`config.mk`:
```
export PLATFORM = sky130hd
export DESIGN_NAME = tile_buffer_db_flat
export DESIGN_NICKNAME = d
export VERILOG_FILES = /design/src/rtl/tile_buffer_db_if.sv /design/src/rtl/tile_buffer_db.sv /design/src/flat_wrapper.sv
export SDC_FILE = /design/constraint.sdc
export NUM_CORES = 2
export LEC_CHECK = 0
export BUFFER_PORTS_ARGS = -buffer_cell sky130_fd_sc_hd__buf_2
export CAP_MARGIN = 30
export CELL_PAD_IN_SITES_DETAIL_PLACEMENT = 1
export CELL_PAD_IN_SITES_GLOBAL_PLACEMENT = 2
export CORE_UTILIZATION = 50
export CTS_CLUSTER_SIZE = 8
export DETAILED_ROUTE_END_ITERATION = 16
export PLACE_DENSITY_LB_ADDON = 0.05
export SLEW_MARGIN = 20
export SYNTH_ARGS = -nofsm -noshare
export SYNTH_HDL_FRONTEND = slang
export SYNTH_SLANG_ARGS = --single-unit
```
`constraint.sdc`:
```
create_clock -name clk -period 15.9 [get_ports clk]
set_input_delay 0.795 -clock clk [delete_from_list [all_inputs] [get_ports clk]]
set_output_delay 0.795 -clock clk [all_outputs]
set_load 0.1 [all_outputs]
```
`src/rtl/tile_buffer_db_if.sv`:
```
// Pixel-port bundle for tile_buffer_db: write, read, clear and swap traffic.
// The master side is the rasteriser/scanout agent; the slave side is the buffer.
interface tile_buffer_db_if #(
    parameter int TW_LOG2 = 3,
    parameter int TH_LOG2 = 3,
    parameter int CH_N    = 3,
    parameter int CH_W    = 8
);
    localparam int PIX_W = CH_N * CH_W;

    logic               active;
    logic               wr_en;
    logic [TW_LOG2-1:0] wr_x;
    logic [TH_LOG2-1:0] wr_y;
    logic [PIX_W-1:0]   wr_data;
    logic [CH_N-1:0]    wr_mask;
    logic               rd_en;
    logic [TW_LOG2-1:0] rd_x;
    logic [TH_LOG2-1:0] rd_y;
    logic [PIX_W-1:0]   rd_data;
    logic               rd_valid;
    logic               clear_req;
    logic [PIX_W-1:0]   clear_color;
    logic               swap_req;
    logic               swap_done;
    logic               front_bank;
    logic               busy;

    // Requests are single-cycle strobes qualified by active; there is no
    // backpressure. rd_valid/swap_done are one-cycle pulses, busy is a level.
    modport master (
        output active, wr_en, wr_x, wr_y, wr_data, wr_mask,
        output rd_en, rd_x, rd_y, clear_req, clear_color, swap_req,
        input  rd_data, rd_valid, swap_done, front_bank, busy
    );

    modport slave (
        input  active, wr_en, wr_x, wr_y, wr_data, wr_mask,
        input  rd_en, rd_x, rd_y, clear_req, clear_color, swap_req,
        output rd_data, rd_valid, swap_done, front_bank, busy
    );
endinterface

```
`src/rtl/tile_buffer_db.sv`:
```
// Double-buffered tile store: rasteriser writes/clears the back bank while
// scanout reads the front bank; a swap exchanges them, deferred past a clear.
module tile_buffer_db #(
    parameter int TW_LOG2 = 3,
    parameter int TH_LOG2 = 3,
    parameter int CH_N    = 3,
    parameter int CH_W    = 8
) (
    input  logic             clk,
    input  logic             rst_n,
    tile_buffer_db_if.slave  bus,
    output logic             state_o
);
    localparam int PIX_W = CH_N * CH_W;
    localparam int AW    = TW_LOG2 + TH_LOG2;
    localparam int DEPTH = 1 << AW;
    localparam int CW    = AW + 1;
    localparam logic [CW-1:0] CNT_LAST = CW'(DEPTH - 1);

    typedef enum logic {
        S_IDLE  = 1'b0,
        S_CLEAR = 1'b1
    } state_t;

    state_t           state_q;
    logic [CW-1:0]    cnt_q;
    logic [CW-1:0]    cnt_d;
    logic [PIX_W-1:0] color_q;
    logic             swap_pend_q;
    logic             front_q;
    logic             swap_done_q;
    logic             busy_q;
    logic [PIX_W-1:0] rd_data_q;
    logic             rd_valid_q;

    // Both banks live in one array; the bank index is the address MSB.
    logic [PIX_W-1:0] mem_q [2*DEPTH];

    logic             clear_go;
    logic             swap_go;
    logic             wr_go;
    logic             rd_go;
    logic             mem_we;
    logic [AW:0]      mem_wa;
    logic [PIX_W-1:0] mem_wd;
    logic [CH_N-1:0]  mem_wm;
    logic [AW:0]      rd_addr;

    assign clear_go = bus.clear_req & bus.active;
    assign swap_go  = bus.swap_req  & bus.active;
    assign wr_go    = bus.wr_en     & bus.active & (state_q == S_IDLE);
    assign rd_go    = bus.rd_en     & bus.active;
    assign cnt_d    = cnt_q + CW'(1);
    assign rd_addr  = {front_q, bus.rd_y, bus.rd_x};

    // The sweep owns the back-bank write port for its whole duration, so
    // pixel writes arriving meanwhile are simply dropped.
    always_comb begin
        mem_we = 1'b0;
        mem_wa = '0;
        mem_wd = '0;
        mem_wm = '0;
        if (state_q == S_CLEAR) begin
            mem_we = 1'b1;
            mem_wa = {~front_q, cnt_q[AW-1:0]};
            mem_wd = color_q;
            mem_wm = '1;
        end else if (wr_go) begin
            mem_we = 1'b1;
            mem_wa = {~front_q, bus.wr_y, bus.wr_x};
            mem_wd = bus.wr_data;
            mem_wm = bus.wr_mask;
        end
    end

    always_ff @(posedge clk) begin
        if (mem_we) begin
            for (int k = 0; k < CH_N; k++) begin
                if (mem_wm[k]) begin
                    mem_q[mem_wa][k*CH_W +: CH_W] <= mem_wd[k*CH_W +: CH_W];
                end
            end
        end
    end

    // Reads always hit the front bank, which is never the write target.
    always_ff @(posedge clk or negedge rst_n) begin
        if (!rst_n) begin
            rd_data_q  <= '0;
            rd_valid_q <= 1'b0;
        end else begin
            rd_valid_q <= rd_go;
            if (rd_go) begin
                rd_data_q <= mem_q[rd_addr];
            end
        end
    end

    always_ff @(posedge clk or negedge rst_n) begin
        if (!rst_n) begin
            state_q     <= S_IDLE;
            cnt_q       <= '0;
            color_q     <= '0;
            swap_pend_q <= 1'b0;
            front_q     <= 1'b0;
            swap_done_q <= 1'b0;
            busy_q      <= 1'b0;
        end else begin
            swap_done_q <= 1'b0;
            case (state_q)
                S_IDLE: begin
                    if (clear_go) begin
                        state_q     <= S_CLEAR;
                        cnt_q       <= '0;
                        color_q     <= bus.clear_color;
                        busy_q      <= 1'b1;
                        swap_pend_q <= swap_go;
                    end else if (swap_go) begin
                        front_q     <= ~front_q;
                        swap_done_q <= 1'b1;
                    end
                end
                S_CLEAR: begin
                    cnt_q <= cnt_d;
                    if (swap_go) begin
                        swap_pend_q <= 1'b1;
                    end
                    // A swap requested on the final sweep cycle still lands here.
                    if (cnt_q == CNT_LAST) begin
                        state_q     <= S_IDLE;
                        cnt_q       <= '0;
                        busy_q      <= 1'b0;
                        swap_pend_q <= 1'b0;
                        if (swap_pend_q || swap_go) begin
                            front_q     <= ~front_q;
                            swap_done_q <= 1'b1;
                        end
                    end
                end
                default: state_q <= S_IDLE;
            endcase
        end
    end

    assign bus.rd_data    = rd_data_q;
    assign bus.rd_valid   = rd_valid_q;
    assign bus.swap_done  = swap_done_q;
    assign bus.front_bank = front_q;
    assign bus.busy       = busy_q;
    assign state_o        = state_q;
endmodule
```
`src/flat_wrapper.sv`:
```
// flat-port wrapper written by rule: the top's interface ports become plain ports
module tile_buffer_db_flat 
#(
    parameter int TW_LOG2 = 3,
    parameter int TH_LOG2 = 3,
    parameter int CH_N    = 3,
    parameter int CH_W    = 8
)
  (clk, rst_n, state_o, bus_active, bus_wr_en, bus_wr_x, bus_wr_y, bus_wr_data, bus_wr_mask, bus_rd_en, bus_rd_x, bus_rd_y, bus_clear_req, bus_clear_color, bus_swap_req, bus_rd_data, bus_rd_valid, bus_swap_done, bus_front_bank, bus_busy);
  tile_buffer_db_if #(.TW_LOG2(TW_LOG2), .TH_LOG2(TH_LOG2), .CH_N(CH_N), .CH_W(CH_W)) bus_i ();
  input  logic clk;
  input  logic rst_n;
  output logic state_o;
  input wire logic [$bits(bus_i.active)-1:0] bus_active;
  input wire logic [$bits(bus_i.wr_en)-1:0] bus_wr_en;
  input wire logic [$bits(bus_i.wr_x)-1:0] bus_wr_x;
  input wire logic [$bits(bus_i.wr_y)-1:0] bus_wr_y;
  input wire logic [$bits(bus_i.wr_data)-1:0] bus_wr_data;
  input wire logic [$bits(bus_i.wr_mask)-1:0] bus_wr_mask;
  input wire logic [$bits(bus_i.rd_en)-1:0] bus_rd_en;
  input wire logic [$bits(bus_i.rd_x)-1:0] bus_rd_x;
  input wire logic [$bits(bus_i.rd_y)-1:0] bus_rd_y;
  input wire logic [$bits(bus_i.clear_req)-1:0] bus_clear_req;
  input wire logic [$bits(bus_i.clear_color)-1:0] bus_clear_color;
  input wire logic [$bits(bus_i.swap_req)-1:0] bus_swap_req;
  output wire logic [$bits(bus_i.rd_data)-1:0] bus_rd_data;
  output wire logic [$bits(bus_i.rd_valid)-1:0] bus_rd_valid;
  output wire logic [$bits(bus_i.swap_done)-1:0] bus_swap_done;
  output wire logic [$bits(bus_i.front_bank)-1:0] bus_front_bank;
  output wire logic [$bits(bus_i.busy)-1:0] bus_busy;
  assign bus_i.active = bus_active;
  assign bus_i.wr_en = bus_wr_en;
  assign bus_i.wr_x = bus_wr_x;
  assign bus_i.wr_y = bus_wr_y;
  assign bus_i.wr_data = bus_wr_data;
  assign bus_i.wr_mask = bus_wr_mask;
  assign bus_i.rd_en = bus_rd_en;
  assign bus_i.rd_x = bus_rd_x;
  assign bus_i.rd_y = bus_rd_y;
  assign bus_i.clear_req = bus_clear_req;
  assign bus_i.clear_color = bus_clear_color;
  assign bus_i.swap_req = bus_swap_req;
  assign bus_rd_data = bus_i.rd_data;
  assign bus_rd_valid = bus_i.rd_valid;
  assign bus_swap_done = bus_i.swap_done;
  assign bus_front_bank = bus_i.front_bank;
  assign bus_busy = bus_i.busy;
  tile_buffer_db #(.TW_LOG2(TW_LOG2), .TH_LOG2(TH_LOG2), .CH_N(CH_N), .CH_W(CH_W)) u_core (.clk(clk), .rst_n(rst_n), .bus(bus_i), .state_o(state_o));
endmodule
```
# Word level (Yosys, flattened, before mapping)
# Memory sizes are Yosys's and may differ from the RTL's. A register that Yosys moved wholly into a read port is not among the register bits.
# Cells that the tools add are included.
# word_totals
mem_bits_rw	3072
input_bits	70
out_inout_bits	29
mem_count	1
elab_cells	70
register_bits	37
# op_classes
reduce_logical	6
eq_ne	7
n_mux	40
n_bitwise	7
n_addsub	1
# memory_table
memory	words	word_bits	rd	rd_ports_with_merged_regs	write_ports	line	rtl
u_core.mem_q	128	24	1	1	1	tile_buffer_db.sv:37	logic [PIX_W-1:0] mem_q [2*DEPTH];
# ops
op	count
$mux W24	2
$mux W7	4
$mux W1	26
$pmux W7 S2	1
$pmux W1 S2	5
$add A7 B1 Y7 const B	1
$eq A7 B6 Y1 const B	1
$mux W3	2
$ne A2 B2 Y1 const B	3
$reduce_and A2 Y1	3
$and A1 B1 Y1	5
$ne A2 B1 Y1 const B	2
$reduce_and A4 Y1	1
$ne A3 B3 Y1 const B	1
$not A1 Y1	2
$logic_not A1 Y1	1
$logic_or A1 B1 Y1	1

# Logic depth before layout (Yosys ltp)
# depth
depth_word	7
ltp_mapped	12
mapped_depth_nobuf	7

# Least setup slack after synthesis
# No wires, ideal clock.
# synth_timing
kind	input to register
start	in bus_wr_en
end	mem u_core.mem_q[0][10] (netlist name) (data pin)
t_arrival_ps	6782
n_path_buf	3
path_stages	6
t_required_ps	14704
setup_time_ps	1196
setup_slack_ps	7921
cell_sequence	and2_1 -> clkbuf_1 -> clkbuf_1 -> buf_1 -> nand2_1 -> o21ai_0
# synth_via
elab_chain_cells	4
# synth_lines
item	line	rtl
start: declaration	flat_wrapper.sv:15	input wire logic [$bits(bus_i.wr_en)-1:0] bus_wr_en;
$and A1 B1 Y1 (2 in a row)	tile_buffer_db.sv:51	assign wr_go = bus.wr_en & bus.active & (state_q == S_IDLE);
$mux W24	tile_buffer_db.sv:68	end else if (wr_go) begin
$mux W24	tile_buffer_db.sv:63	if (state_q == S_CLEAR) begin
net u_core.mem_wd[10]	tile_buffer_db.sv:45	logic [PIX_W-1:0] mem_wd;
end: declaration	tile_buffer_db.sv:37	
# The timed path passes the listed nets, and every way through them passes these cells.

# Worst setup path in the final report
# layout_timing
start	reg u_core.state_q (netlist: u_core.state_o)
end	mem u_core.mem_q[42][1] (netlist name) (enable)
# layout_via
elab_chain_cells	7
elab_cells_between_ends	11
cone_classes	mux: 9; bitwise: 2
# layout_lines
item	line	rtl
start: declaration	tile_buffer_db.sv:25	state_t state_q;
start signal: assignment	tile_buffer_db.sv:101	state_q <= S_IDLE;
start signal: assignment	tile_buffer_db.sv:113	state_q <= S_CLEAR;
start signal: assignment	tile_buffer_db.sv:130	state_q <= S_IDLE;
$not A1 Y1 (no source line)	-	
$and A1 B1 Y1	tile_buffer_db.sv:51	
$mux W3	tile_buffer_db.sv:68	
$mux W3	tile_buffer_db.sv:63	
$mux W1	tile_buffer_db.sv:79	if (mem_wm[k]) begin
$mux W1	tile_buffer_db.sv:77	if (mem_we) begin
$mux W1 (not written as such)	tile_buffer_db.sv:80	mem_q[mem_wa][k*CH_W +: CH_W] <= mem_wd[k*CH_W +: CH_W];
# Several ways; a longest one is shown, not always the timed one.

==> out/metrics.json <==
{
  "clock_tree": {
    "max-clock-path-buffers": 4,
    "cts.reportedPaths.clkPinSlew_ns": 0.05,
    "cts_buffers": 441,
    "insertion_delay_ns": 0.98,
    "cts_root_buffer": "sky130_fd_sc_hd__clkbuf_16",
    "cts_num_sinks": 3133,
    "tritoncts": "done",
    "post_cts.resized_instances": 0,
    "htree_levels": 5
  },
  "floorplanning": {
    "die_width_microns": 498,
    "design.die.area_sq_um": 248000,
    "floorplan.initialDensity": 0.504,
    "coreArea_sq_um": 244000,
    "chipHeight_microns": 498,
    "fp-row-count": 181,
    "io_pins": 99
  },
  "routing": {
    "wl_met1_microns": 156000,
    "detailroute.via_count": 64834,
    "top_layer_used": "met5",
    "wl_met2_microns": 177000,
    "dr.pass1.iters": 5,
    "detail_route.wl_per_cell_microns": 37.6,
    "viasPerCell": 6.51,
    "routed_wl_microns": 374000,
    "detail_route.drc_violations": 0,
    "wl_met3_microns": 30400,
    "route.antenna.remaining_nets": 0,
    "drtIter0Drc": 7614
  },
  "power_and_ir_drop": {
    "power-per-cell-area_nw_per_um2": 167,
    "power.leakage_nw": 44.9,
    "power.ir.vdd_worst_mv": 0.147
  },
  "logic_synthesis": {
    "syn_inst_count": 6131,
    "synthDistinctLibCells": 75,
    "async_flop_share": 0.0195,
    "synthesis.area_per_instance_sq_um": 20.1,
    "synth_compound_area_frac": 0.0333,
    "synth_area_sq_um": 123000,
    "dominantRegCellSynth": "sky130_fd_sc_hd__edfxtp_1",
    "synth_edf_count": 3072,
    "synthAdderAreaFrac": 0.000102,
    "ys_seq_elements": 3133,
    "synth-simple-area-share": 0.0340,
    "synthMuxAreaShare": 0.149,
    "ys_seq_area_frac": 0.762,
    "syn-num-nets": 6202,
    "largest_family_of_logic_cells_by_synthesized_area": "multiplexers",
    "synthesis.yosys.warnings": 0,
    "synth_xor_xnor_area_share": 0.000214
  },
  "min_path": {
    "hp-class": "input pin to register",
    "min_delay_worst_endpoint": "u_core.color_q[3]$_DFFE_PN0N_",
    "min_from": "bus_clear_color[3]",
    "worst_hold_path.num_cells": 2
  },
  "sta": {
    "finalCritPeriodShare": 0.316,
    "fin_ws_ns": 10.88,
    "worstMarginPinSlew_ns": 1.15,
    "rsz_0062_raised_after_global_routing": "no",
    "max_slew_margin": 0.228,
    "totalNegativeSetupSlack_ns": 0,
    "clock_skew_ns": 0.0585,
    "report.final.setup_viol": 0,
    "achievable-frequency_mhz": 199,
    "final-max-slew-violation-count": 0,
    "final_period_minus_worst_setup_slack_ns": 5.02,
    "timing.final.hold_violations": 0
  },
  "critical_path": {
    "cp-start-kind": "register",
    "path_class": "register to register",
    "cp_data_arrival_time_ns": 5.57,
    "cp.required_ns": 16.45,
    "rr_startpoint": "u_core.state_o$_DFF_PN0_",
    "critical_path.cell_chain": "buf_4, nor2b_1, a21boi_1, nand2_1, nor2_1, nand2_2, nor2_1",
    "cp_max_stage_cell": "sky130_fd_sc_hd__nor2_1",
    "critical-path-top-cell-by-count": "sky130_fd_sc_hd__nor2_1",
    "critical_path.reg2reg.endpoint": "u_core.mem_q[42][1]$_DFFE_PP_",
    "critPathMaxStageDelay_ns": 0.96,
    "timing.critical_path.to_type": "register",
    "reg2reg_slack_ns": 10.88,
    "worst_reg_to_reg_path_cell_count": 7,
    "cp_max_fo": 59
  },
  "placed_design": {
    "place_area_sq_um": 127000,
    "port_buffers": 98,
    "dpl_worst_slack_ns": 10.23,
    "dp.final_hpwl_microns": 231000,
    "finalWeightedCongestion": 0.848
  },
  "layout": {
    "final.fill_count": 20641,
    "net_count_final": 6628,
    "layout-drive-gt1-share": 0.229,
    "postLayoutCoreUtil": 0.573,
    "layout.cells.most_common_list": "sky130_fd_sc_hd__edfxtp_1, sky130_fd_sc_hd__mux4_2, sky130_fd_sc_hd__clkbuf_16",
    "layout.cells.most_common": "sky130_fd_sc_hd__edfxtp_1",
    "synthToLayoutAreaGrowth_pct": 13.6,
    "finalInstanceArea_sq_um": 140000
  },
  "global_routing": {
    "maximum_number_of_pins_on_one_net_before_global_route_repair": 96,
    "all_layer_global_routing_usage": 0.302,
    "global_route.overflow_total": 0,
    "grt_pass1_wl_microns": 522000,
    "grt_antenna_before_repair": 22,
    "vias_in_the_first_global_route": 66254
  },
  "flow_run": {
    "max-cap-violations": 0
  },
  "run_status": {
    "run_status": "finished clean"
  }
}
-- Yosys cell counts (7+ instances only) --
library cell / number / share of area
sky130_fd_sc_hd__buf_8: 18 / 0.0022
sky130_fd_sc_hd__o21ai_1: 10 / 0.00041
sky130_fd_sc_hd__nor2_1: 441 / 0.013
sky130_fd_sc_hd__a22oi_1: 72 / 0.0044
sky130_fd_sc_hd__a2111oi_0: 7 / 0.00050
sky130_fd_sc_hd__a221oi_1: 41 / 0.0029
sky130_fd_sc_hd__o221ai_1: 39 / 0.0028
sky130_fd_sc_hd__buf_6: 49 / 0.0045
sky130_fd_sc_hd__mux2i_1: 361 / 0.029
sky130_fd_sc_hd__o31ai_1: 10 / 0.00061
sky130_fd_sc_hd__buf_12: 19 / 0.0031
sky130_fd_sc_hd__nor4_1: 24 / 0.0012
sky130_fd_sc_hd__nand3_1: 65 / 0.0026
sky130_fd_sc_hd__and2_1: 24 / 0.0012
sky130_fd_sc_hd__buf_2: 92 / 0.0037
sky130_fd_sc_hd__nand2b_1: 12 / 0.00061
sky130_fd_sc_hd__edfxtp_1: 3072 / 0.75
sky130_fd_sc_hd__o32ai_1: 8 / 0.00057
sky130_fd_sc_hd__nand2_1: 294 / 0.0090
sky130_fd_sc_hd__o211ai_1: 22 / 0.0013
sky130_fd_sc_hd__a22o_1: 9 / 0.00064
sky130_fd_sc_hd__a21oi_1: 90 / 0.0037
sky130_fd_sc_hd__and3_1: 11 / 0.00056
sky130_fd_sc_hd__mux4_1: 13 / 0.0028
sky130_fd_sc_hd__a31oi_1: 18 / 0.00092
sky130_fd_sc_hd__clkbuf_1: 144 / 0.0044
sky130_fd_sc_hd__mux4_2: 614 / 0.11
sky130_fd_sc_hd__o22ai_1: 71 / 0.0036
sky130_fd_sc_hd__mux2_2: 53 / 0.0049
sky130_fd_sc_hd__nand4_1: 16 / 0.00081
sky130_fd_sc_hd__o21ai_0: 91 / 0.0037
sky130_fd_sc_hd__dfrtp_1: 61 / 0.012
sky130_fd_sc_hd__buf_4: 31 / 0.0019
sky130_fd_sc_hd__a211oi_1: 39 / 0.0024
sky130_fd_sc_hd__a32oi_1: 7 / 0.00050
sky130_fd_sc_hd__nor2b_1: 20 / 0.0010
sky130_fd_sc_hd__a211o_1: 10 / 0.00071
sky130_fd_sc_hd__nor3_1: 51 / 0.0021
sky130_fd_sc_hd__buf_1: 20 / 0.00061
-- per-stage QoR --
step	cells	hold slack (ns)	power [mW]
after floorplan	6131	0.466	13.4
after detailed placement	9260	0.474	15.0
after global routing	9956	0.0337	23.9
final	9965	0.0759	23.3
after CTS	9906	0.00916	23.3
after global placement	9236	0.456	14.8
-- layout make-up --
class	instances	area, sq um	share of cell area
multi-input cells	2617	27100	0.194
well taps	3202	4010	0.0287
flip-flops and latches	3133	93800	0.671
diodes	12	30.0	0.000215
inverters	7	41.3	0.000295
clock inverters	7	103	0.000734
clock buffers	630	11800	0.0846
repair buffers	357	2840	0.0203
-- where the power goes --
| part | switching (mW) | total [mW] | internal, mW |
|---|---|---|---|
| logic | 3.22 | 3.94 | 0.719 |
| clock network | 3.31 | 8.34 | 5.03 |
| registers | 0.165 | 11.0 | 10.8 |
-- logic make-up after synthesis --
family / count (synthesis)
adder cells (fa/ha/maj): 1
flip-flops: 3133
AO/OA/AOI/OAI: 591
XOR/XNOR: 3
buffers and inverters: 381
AND/OR/NAND/NOR: 981
multiplexers: 1041
-- worst max-delay path, delay by kind of cell (launching register included) --
kind                   cells  cell delay [ns]
DFF                        1             0.72
AOI/OAI and AO/OA          1             0.49
buffers and inverters      1             0.76
and+or+nand+nor            5             2.57
-- routing by layer --
layer	vias up	track usage
met1	35201	0.436
met4	8	0.0833
li1	26059	-
met5	-	0
met3	571	0.0571
met2	2995	0.473
-- sequential cells by signal, summed over array words and instances, names as in the netlist --
name and cells:
u_core.bus.rd_data 24, u_core.state_o 1, u_core.bus.busy 1, u_core.bus.front_bank 1, u_core.mem_q 3072, u_core.color_q 24, u_core.bus.swap_done 1, u_core.bus.rd_valid 1
u_core.cnt_q 7, u_core.swap_pend_q 1
-- what timing repair did --
action	CTS	global route
hold buffers	9	0
hold endpoints to repair	26	0
setup buffers	0	0
-- worst max-delay path by stage --
stage,start,endpoint,slack [ns],cells past startpoint
after detailed placement,bus_rd_x[0],u_core.bus.rd_data[18]$_DFFE_PN0P_,10.23,9
after floorplan,bus_wr_en,u_core.mem_q[0][10]$_DFFE_PP_,7.92,6
after global placement,bus_rd_x[1],u_core.bus.rd_data[0]$_DFFE_PN0P_,10.16,8
final,u_core.state_o$_DFF_PN0_,u_core.mem_q[42][1]$_DFFE_PP_,10.88,7
after global routing,u_core.state_o$_DFF_PN0_,u_core.mem_q[42][4]$_DFFE_PP_,10.61,7
after CTS,u_core.state_o$_DFF_PN0_,u_core.mem_q[66][8]$_DFFE_PP_,10.93,7
Power figures use the tool's default switching activity.
